`src/rtl/tx_char_queue_pkg.sv`:
```
// Shared types for the serial transmit path: sequencer states and character width.
// Combinational-only package; no storage, no flow control.
package serial_pkg;

    localparam int CHAR_W = 8;

    typedef enum logic [1:0] {
        IDLE,
        LOAD,
        WAIT
    } txq_state_t;

endpackage

```
`src/rtl/tx_char_queue_char_fifo.sv`:
```
// Character FIFO: head is a register read with zero latency; writes land after one edge.
// Writes while full are dropped and latch o_overflow; pops while empty are ignored.
module char_fifo
    import serial_pkg::*;
#(
    parameter int DEPTH = 8
) (
    input  logic                     i_clk,
    input  logic                     i_rst,
    input  logic                     i_wr_en,
    input  logic [CHAR_W-1:0]        i_wr_data,
    input  logic                     i_pop,
    output logic [CHAR_W-1:0]        o_head,
    output logic                     o_full,
    output logic                     o_empty,
    output logic [$clog2(DEPTH):0]   o_count,
    output logic                     o_overflow
);

    localparam int AW = $clog2(DEPTH);
    localparam logic [AW:0] FULL_CNT = (AW+1)'(DEPTH);

    logic [CHAR_W-1:0] r_mem [DEPTH];
    logic [AW-1:0]     r_wr_ptr;
    logic [AW-1:0]     r_rd_ptr;
    logic [AW:0]       r_count;
    logic              r_overflow;

    logic              w_full;
    logic              w_empty;
    logic              w_push;
    logic              w_pop;

    assign w_full  = (r_count == FULL_CNT);
    assign w_empty = (r_count == '0);
    // Fullness is judged before any same-cycle pop, so a write at full is always lost.
    assign w_push  = i_wr_en & ~w_full;
    assign w_pop   = i_pop & ~w_empty;

    always_ff @(posedge i_clk) begin
        if (!i_rst) begin
            for (int i = 0; i < DEPTH; i++) begin
                r_mem[i] <= '0;
            end
            r_wr_ptr   <= '0;
            r_rd_ptr   <= '0;
            r_count    <= '0;
            r_overflow <= 1'b0;
        end else begin
            if (w_push) begin
                r_mem[r_wr_ptr] <= i_wr_data;
                r_wr_ptr        <= r_wr_ptr + 1'b1;
            end
            if (w_pop) begin
                r_rd_ptr <= r_rd_ptr + 1'b1;
            end
            case ({w_push, w_pop})
                2'b10:   r_count <= r_count + 1'b1;
                2'b01:   r_count <= r_count - 1'b1;
                default: r_count <= r_count;
            endcase
            if (i_wr_en && w_full) begin
                r_overflow <= 1'b1;
            end
        end
    end

    assign o_head     = r_mem[r_rd_ptr];
    assign o_full     = w_full;
    assign o_empty    = w_empty;
    assign o_count    = r_count;
    assign o_overflow = r_overflow;

endmodule

```
`src/rtl/tx_char_queue.sv`:
```
// Queues bytes and feeds them one at a time to the serial transmitter with a load pulse.
// Write-to-load is two edges; the next byte is loaded only after the transmitter's charSent rises.
module tx_char_queue
    import serial_pkg::*;
#(
    parameter int DEPTH       = 8,
    parameter int LOAD_CYCLES = 1,
    parameter int TIMEOUT     = 0
) (
    input  logic                     i_clk,
    input  logic                     i_rst,
    input  logic                     i_wrEn,
    input  logic [CHAR_W-1:0]        i_wrData,
    output logic                     o_full,
    output logic                     o_empty,
    output logic [$clog2(DEPTH):0]   o_count,
    output logic                     o_overflow,
    output logic                     o_timeoutErr,
    output logic                     o_load,
    output logic [CHAR_W-1:0]        o_parallelDataOut,
    output logic                     o_transmitEnable,
    input  logic                     i_charSent
);

    localparam int CW  = $clog2(DEPTH) + 1;
    localparam int LCW = (LOAD_CYCLES > 1) ? $clog2(LOAD_CYCLES) : 1;
    localparam int WDW = (TIMEOUT > 1) ? $clog2(TIMEOUT) : 1;
    localparam logic [LCW-1:0] LOAD_LAST = LCW'(LOAD_CYCLES - 1);
    localparam logic [WDW-1:0] WDOG_LAST = WDW'(TIMEOUT - 1);
    localparam bit             WDOG_EN   = (TIMEOUT != 0);

    txq_state_t        r_state;
    txq_state_t        w_state_nxt;
    logic [LCW-1:0]    r_load_cnt;
    logic [WDW-1:0]    r_wdog;
    logic              r_charSentQ;
    logic              r_timeout_err;

    logic              w_cs_rise;
    logic              w_wdog_hit;
    logic              w_wdog_fire;
    logic              w_pop;
    logic              w_more;
    logic              w_load;
    logic              w_tx_en;
    logic [CW-1:0]     w_count;

    char_fifo #(
        .DEPTH (DEPTH)
    ) u_fifo (
        .i_clk      (i_clk),
        .i_rst      (i_rst),
        .i_wr_en    (i_wrEn),
        .i_wr_data  (i_wrData),
        .i_pop      (w_pop),
        .o_head     (o_parallelDataOut),
        .o_full     (o_full),
        .o_empty    (o_empty),
        .o_count    (w_count),
        .o_overflow (o_overflow)
    );

    assign w_cs_rise  = i_charSent & ~r_charSentQ;
    assign w_wdog_hit = WDOG_EN && (r_wdog == WDOG_LAST);
    assign w_more     = |w_count[CW-1:1];

    always_ff @(posedge i_clk) begin
        if (!i_rst) begin
            r_state <= IDLE;
        end else begin
            r_state <= w_state_nxt;
        end
    end

    always_comb begin
        w_state_nxt = r_state;
        w_pop       = 1'b0;
        w_wdog_fire = 1'b0;
        w_load      = 1'b0;
        w_tx_en     = 1'b0;
        case (r_state)
            IDLE: begin
                if (w_count != '0) begin
                    w_state_nxt = LOAD;
                end
            end
            LOAD: begin
                w_load  = 1'b1;
                w_tx_en = 1'b1;
                if (r_load_cnt == LOAD_LAST) begin
                    w_state_nxt = WAIT;
                end
            end
            WAIT: begin
                w_tx_en = 1'b1;
                // A completion wins over a watchdog expiry landing in the same cycle.
                if (w_cs_rise) begin
                    w_pop       = 1'b1;
                    w_state_nxt = w_more ? LOAD : IDLE;
                end else if (w_wdog_hit) begin
                    w_pop       = 1'b1;
                    w_wdog_fire = 1'b1;
                    w_state_nxt = IDLE;
                end
            end
            default: begin
                w_state_nxt = IDLE;
            end
        endcase
    end

    always_ff @(posedge i_clk) begin
        if (!i_rst) begin
            r_load_cnt    <= '0;
            r_wdog        <= '0;
            r_charSentQ   <= 1'b0;
            r_timeout_err <= 1'b0;
        end else begin
            r_charSentQ <= i_charSent;
            if (r_state == LOAD && r_load_cnt != LOAD_LAST) begin
                r_load_cnt <= r_load_cnt + 1'b1;
            end else begin
                r_load_cnt <= '0;
            end
            // Held at zero outside WAIT, so every WAIT entry starts a fresh count.
            if (r_state == WAIT) begin
                r_wdog <= r_wdog + 1'b1;
            end else begin
                r_wdog <= '0;
            end
            if (w_wdog_fire) begin
                r_timeout_err <= 1'b1;
            end
        end
    end

    assign o_count          = w_count;
    assign o_timeoutErr     = r_timeout_err;
    assign o_load           = w_load;
    assign o_transmitEnable = w_tx_en;

endmodule

```
`config.mk`:
```
export PLATFORM = sky130hd
export DESIGN_NAME = tx_char_queue
export DESIGN_NICKNAME = d
export VERILOG_FILES = /design/src/rtl/tx_char_queue_pkg.sv /design/src/rtl/tx_char_queue_char_fifo.sv /design/src/rtl/tx_char_queue.sv
export SDC_FILE = /design/constraint.sdc
export NUM_CORES = 1
export LEC_CHECK = 0
export ABC_AREA = 0
export BUFFER_PORTS_ARGS = -buffer_cell sky130_fd_sc_hd__buf_4
export CAP_MARGIN = 15
export CELL_PAD_IN_SITES_DETAIL_PLACEMENT = 1
export CELL_PAD_IN_SITES_GLOBAL_PLACEMENT = 1
export CORE_AREA = 2 2 67 117
export CTS_BUF_LIST = sky130_fd_sc_hd__clkbuf_8
export CTS_CLUSTER_DIAMETER = 40
export DETAILED_ROUTE_END_ITERATION = 12
export DIE_AREA = 0 0 69 119
export PLACE_DENSITY = 0.95
export SKIP_CTS_REPAIR_TIMING = 1
export SYNTH_ARGS = -nofsm -noshare
export SYNTH_HDL_FRONTEND = slang
export SYNTH_HIERARCHICAL = 1
export SYNTH_SLANG_ARGS = --single-unit
export TNS_END_PERCENT = 100
```
`constraint.sdc`:
```
create_clock -name i_clk -period 7.4 [get_ports i_clk]
set_clock_uncertainty 0.05 [all_clocks]
set_input_delay 2.22 -clock i_clk [delete_from_list [all_inputs] [get_ports i_clk]]
set_output_delay 2.22 -clock i_clk [all_outputs]
set_load 0.02 [all_outputs]
```
Word-level counts from Yosys, hierarchy flattened. Memories as Yosys holds them, arrays and structs flattened. A register that Yosys moved wholly into a read port is not among the register bits. Index checks and enable logic that the tools add are counted.

Memories kept: 1. Latch bits: 0. Output and inout bits: 18. Register bits: 15. Word-level logic and storage cells: 57. Memory bits (read-only): 0. Bits of input ports: 12. Memory bits (writable): 64.

$lt $le $gt $ge: 0. Shifts and indexed selects: 0. Bitwise operators: 6. Eq/ne operators: 8. $mul: 0. Add/sub/neg operators: 5. Divide/modulo/power cells: 0. Reductions and logical operators: 11. Multiplexer cells: 19.

Memory list: u_fifo.r_mem (words 8, bits a word 8, read ports 1, clocked after Yosys merged registers in 1, write ports 8, line tx_char_queue_char_fifo.sv:23) `logic [CHAR_W-1:0] r_mem [DEPTH];`.

Operators by type and width (count): 1-bit two-way mux (10); 3-bit two-way mux (3); 8-bit two-way mux (1); 4-bit one-hot mux with 2 select lines (1); 8-bit OR reduction (1); 3-bit by 1-bit adder with 3-bit output, second input constant (2); 2-bit two-way mux (3); 2-bit != test, second input constant (3); 2-bit one-hot mux with 3 select lines (1); 4-bit by 1-bit adder with 4-bit output, second input constant (1); 2-bit by 1-bit equality test with 1-bit output, second input constant (2); 2-bit equality test, second input constant (2); 4-bit equality test, second input constant (1); 4-bit logical NOT (1); 4-bit nonzero test (1); 4-bit by 1-bit subtractor with 4-bit output, second input constant (1); 1-bit AND (3); 1-bit NOT (3); 3-bit AND reduction (1); 3-bit OR reduction (1); 1-bit logical AND (2); 2-bit logical NOT (1); 2-bit AND reduction (1); 2-bit nonzero test (1); 2 further kinds (2).

Longest topological paths before layout.
Depth in word-level cells: 8. Depth in mapped cells: 12. Gate-level depth less buffers: 12.

Cells and area by module. Netlist, hierarchy kept.

Modules (own cells, without submodules): char_fifo (area each 3688.5 µm², instances 1, cells an instance 248); tx_char_queue (area each 281.5 µm², instances 1, cells an instance 31).

Worst setup path before layout. Ideal clock, no wire load.

Kind: register to output. Start point: register with a tool-made name. End point: output o_parallelDataOut[0]. Cell stages (with the launch flop): 5. Slack: 3.476 ns. Arrival time: 1.654 ns. Path through: dfxtp_1 > buf_2 > buf_2 > mux4_2 > mux2_2.

RTL lines: end: declaration (line tx_char_queue.sv:20) `output logic [CHAR_W-1:0] o_parallelDataOut,`.

==> flow_summary.json <==
{
  "ys_top_cells_by_area": "edfxtp_1 48%, and2_1 11%, dfxtp_1 9.1%",
  "coreArea_sq_mm": 0.00736,
  "synth_common_cells": "69 x and2_1, 64 x edfxtp_1, 18 x dfxtp_1",
  "dr_total_vias": 2400,
  "initial_utilization": 0.540,
  "grt_max_degree": 32,
  "p_leak_nw": 1.71,
  "arrival_ps": 2240,
  "final_net_count": 332,
  "dr.max_layer_used": "met4",
  "postSynthAreaPerCell_sq_um": 14.2,
  "clockBufferDepth": 2,
  "crit_end": "o_parallelDataOut[1]",
  "wl_met3_um": 306,
  "cts_tree": "built",
  "drtIter0Drc": 160,
  "clock_sinks": 82,
  "reg2reg_from": "u_fifo/o_count[1]",
  "wire_per_inst_um": 24.3,
  "place_hpwl_um": 7040,
  "async_flop_share": 0,
  "final_area_sq_mm": 0.00449,
  "clock-root-buffer": "clkbuf_8",
  "grtUsageTotal": 0.256,
  "via_per_inst": 5.94,
  "synth.distinct_cells": 46,
  "synth_top_area_frac": 0.484,
  "finalSetupTns_ps": 0,
  "ys.warnings.count": 6,
  "worstPathMaxFanout": 10,
  "vdd_ir_drop_max_uv": 149,
  "yosysSeqAreaShare": 0.575,
  "route.detailed.drc": 0,
  "gp_congestion": 0.819,
  "overflow": 0,
  "rows": 42,
  "fmax_ghz": 0.222,
  "first_pass_iters": 4,
  "worstPathRequired_ps": 5130,
  "cp-start-kind": "flop",
  "worstMarginPinSlew_ps": 1100,
  "synthesis.area_sq_mm": 0.00397,
  "status": "finished clean",
  "totalPowerFinal_mw": 1.04,
  "synth_seq_cells": 82,
  "min_path_type": "reg2reg",
  "cap_violations": 0,
  "cp-end-kind": "primary output",
  "layout_min_cycle_time_ps": 4510,
  "antenna_left": 0,
  "io_buffer_count": 28,
  "holdWs_ps": 457,
  "drive_gt1_frac": 0.288,
  "antennaDiodeCount": 0,
  "clk_latency_ps": 370,
  "die_w_um": 69,
  "slew_headroom": 0.260,
  "wl_met2_um": 5730,
  "pin_count": 30,
  "worstRegToRegCells": 9,
  "grt_pass1_vias": 2756,
  "synth_cells": 279,
  "hold_viol": 0,
  "rrSetupSlack_ps": 4660,
  "placed_area_sq_mm": 0.00425,
  "ys.flop_type": "edfxtp_1",
  "p_per_area_mw_per_mm2": 232,
  "grt_antenna_before_repair": 0,
  "finalMaxSlewViolations": 0,
  "hold_depth": 2,
  "numCtsBuffers": 9,
  "rsz0062_at_grt": "no",
  "grt_pass1_wl_um": 15100,
  "syn_to_final_growth_pct": 13.2,
  "fillers": 728,
  "crit_type": "reg2out",
  "yosysMostFrequentCell": "and2_1",
  "die_h_um": 119,
  "dieArea_sq_mm": 0.00821,
  "synth_edf_count": 64,
  "htree_levels": 3,
  "met1Wirelength_um": 3350,
  "path_clk_slew_ps": 70,
  "setup_violations": 0,
  "finalCritPeriodShare": 0.609,
  "wl_um": 9800,
  "synth_top_area_cell": "edfxtp_1",
  "r2r-end": "u_fifo/o_count[2]"
}
-- critical path, cell delays in order (launching register included) --
cell and delay [ps]:
dfxtp_1 690, buf_16 220, mux4_2 510, mux2_2 290, buf_4 160
-- final cells by class --
| cell class | count | area, sq um | share of cell area |
|---|---|---|---|
| Clock buffer | 9 | 124 | 0.0276 |
| Clock inverter | 7 | 93.8 | 0.0209 |
| Inverter | 5 | 18.8 | 0.00418 |
| Multi-Input combinational cell | 182 | 1610 | 0.359 |
| Sequential cell | 82 | 2280 | 0.508 |
| Tap cell | 88 | 110 | 0.0245 |
| Timing Repair Buffer | 31 | 253 | 0.0562 |
-- power breakdown --
part	switching [mW]	total [mW]	internal [mW]
Combinational	0.0825	0.147	0.0646
Sequential	0.0201	0.540	0.520
Clock	0.165	0.354	0.189
Total	0.268	1.04	0.774
-- metrics by stage --
stage,worst slack [ps],std cells,util
5_1_grt,2790,404,0.611
3_3_place_gp,3030,387,0.578
2_1_floorplan,3480,280,-
3_5_place_dp,2970,387,0.578
6_report,2890,404,0.611
4_1_cts,2570,403,0.607
-- cells in the final DEF (no fill, tap or decap), types with 3 or more instances in the layout --
cell type | synthesis | layout
and2_1 | 69 | 69
edfxtp_1 | 64 | 64
buf_4 | 1 | 30
dfxtp_1 | 18 | 18
mux4_2 | 16 | 16
nand2_1 | 9 | 9
ha_1 | 9 | 9
clkbuf_8 | 0 | 9
mux2_2 | 8 | 8
nor2b_1 | 7 | 7
nor2_4 | 6 | 6
inv_1 | 5 | 5
nand3_1 | 5 | 5
nand2b_1 | 5 | 5
o21ai_0 | 6 | 4
mux2i_1 | 4 | 4
xor2_1 | 3 | 3
a21boi_0 | 3 | 3
a21oi_1 | 3 | 3
-- logic make-up after synthesis --
logic type | count (synthesis) | synth area share
DFF | 82 | 0.575
and+or+nand+nor | 117 | 0.201
AOI/OAI and AO/OA | 21 | 0.0375
muxes | 28 | 0.124
other | 1 | 0.000945
xor gates and xnor gates | 5 | 0.0110
adders and majority gates | 9 | 0.0284
buffers and inverters | 16 | 0.0224
-- sequential cells by signal (all words and copies together), names as in the netlist, named ones only --
| name | cells |
|---|---|
| r_state | 2 |
| u_fifo/o_count | 4 |
| r_load_cnt | 1 |
| u_fifo/o_overflow | 1 |
| r_charSentQ | 1 |
| u_fifo/r_rd_ptr | 3 |
| u_fifo/r_wr_ptr | 3 |
| u_fifo/r_mem | 64 |
-- worst min-delay path by stage --
stage                                 start                end  slack (ps)
after global routing             r_state[1]         r_state[1]         490
after detailed placement         r_state[1]         r_state[1]         450
after floorplan                  r_state[1]         r_state[1]         420
after CTS                        r_state[1]         r_state[1]         470
final                            r_state[1]         r_state[1]         460
after global placement    u_fifo/o_overflow  u_fifo/o_overflow         430
-- layer usage --
layer / GRT usage / up-vias
met5: 0 / -
met4: 0.145 / 0
met3: 0.0533 / 23
met2: 0.482 / 74
met1: 0.254 / 1227
li1: - / 1076
Note: power is estimated with default switching activity, not from simulation.
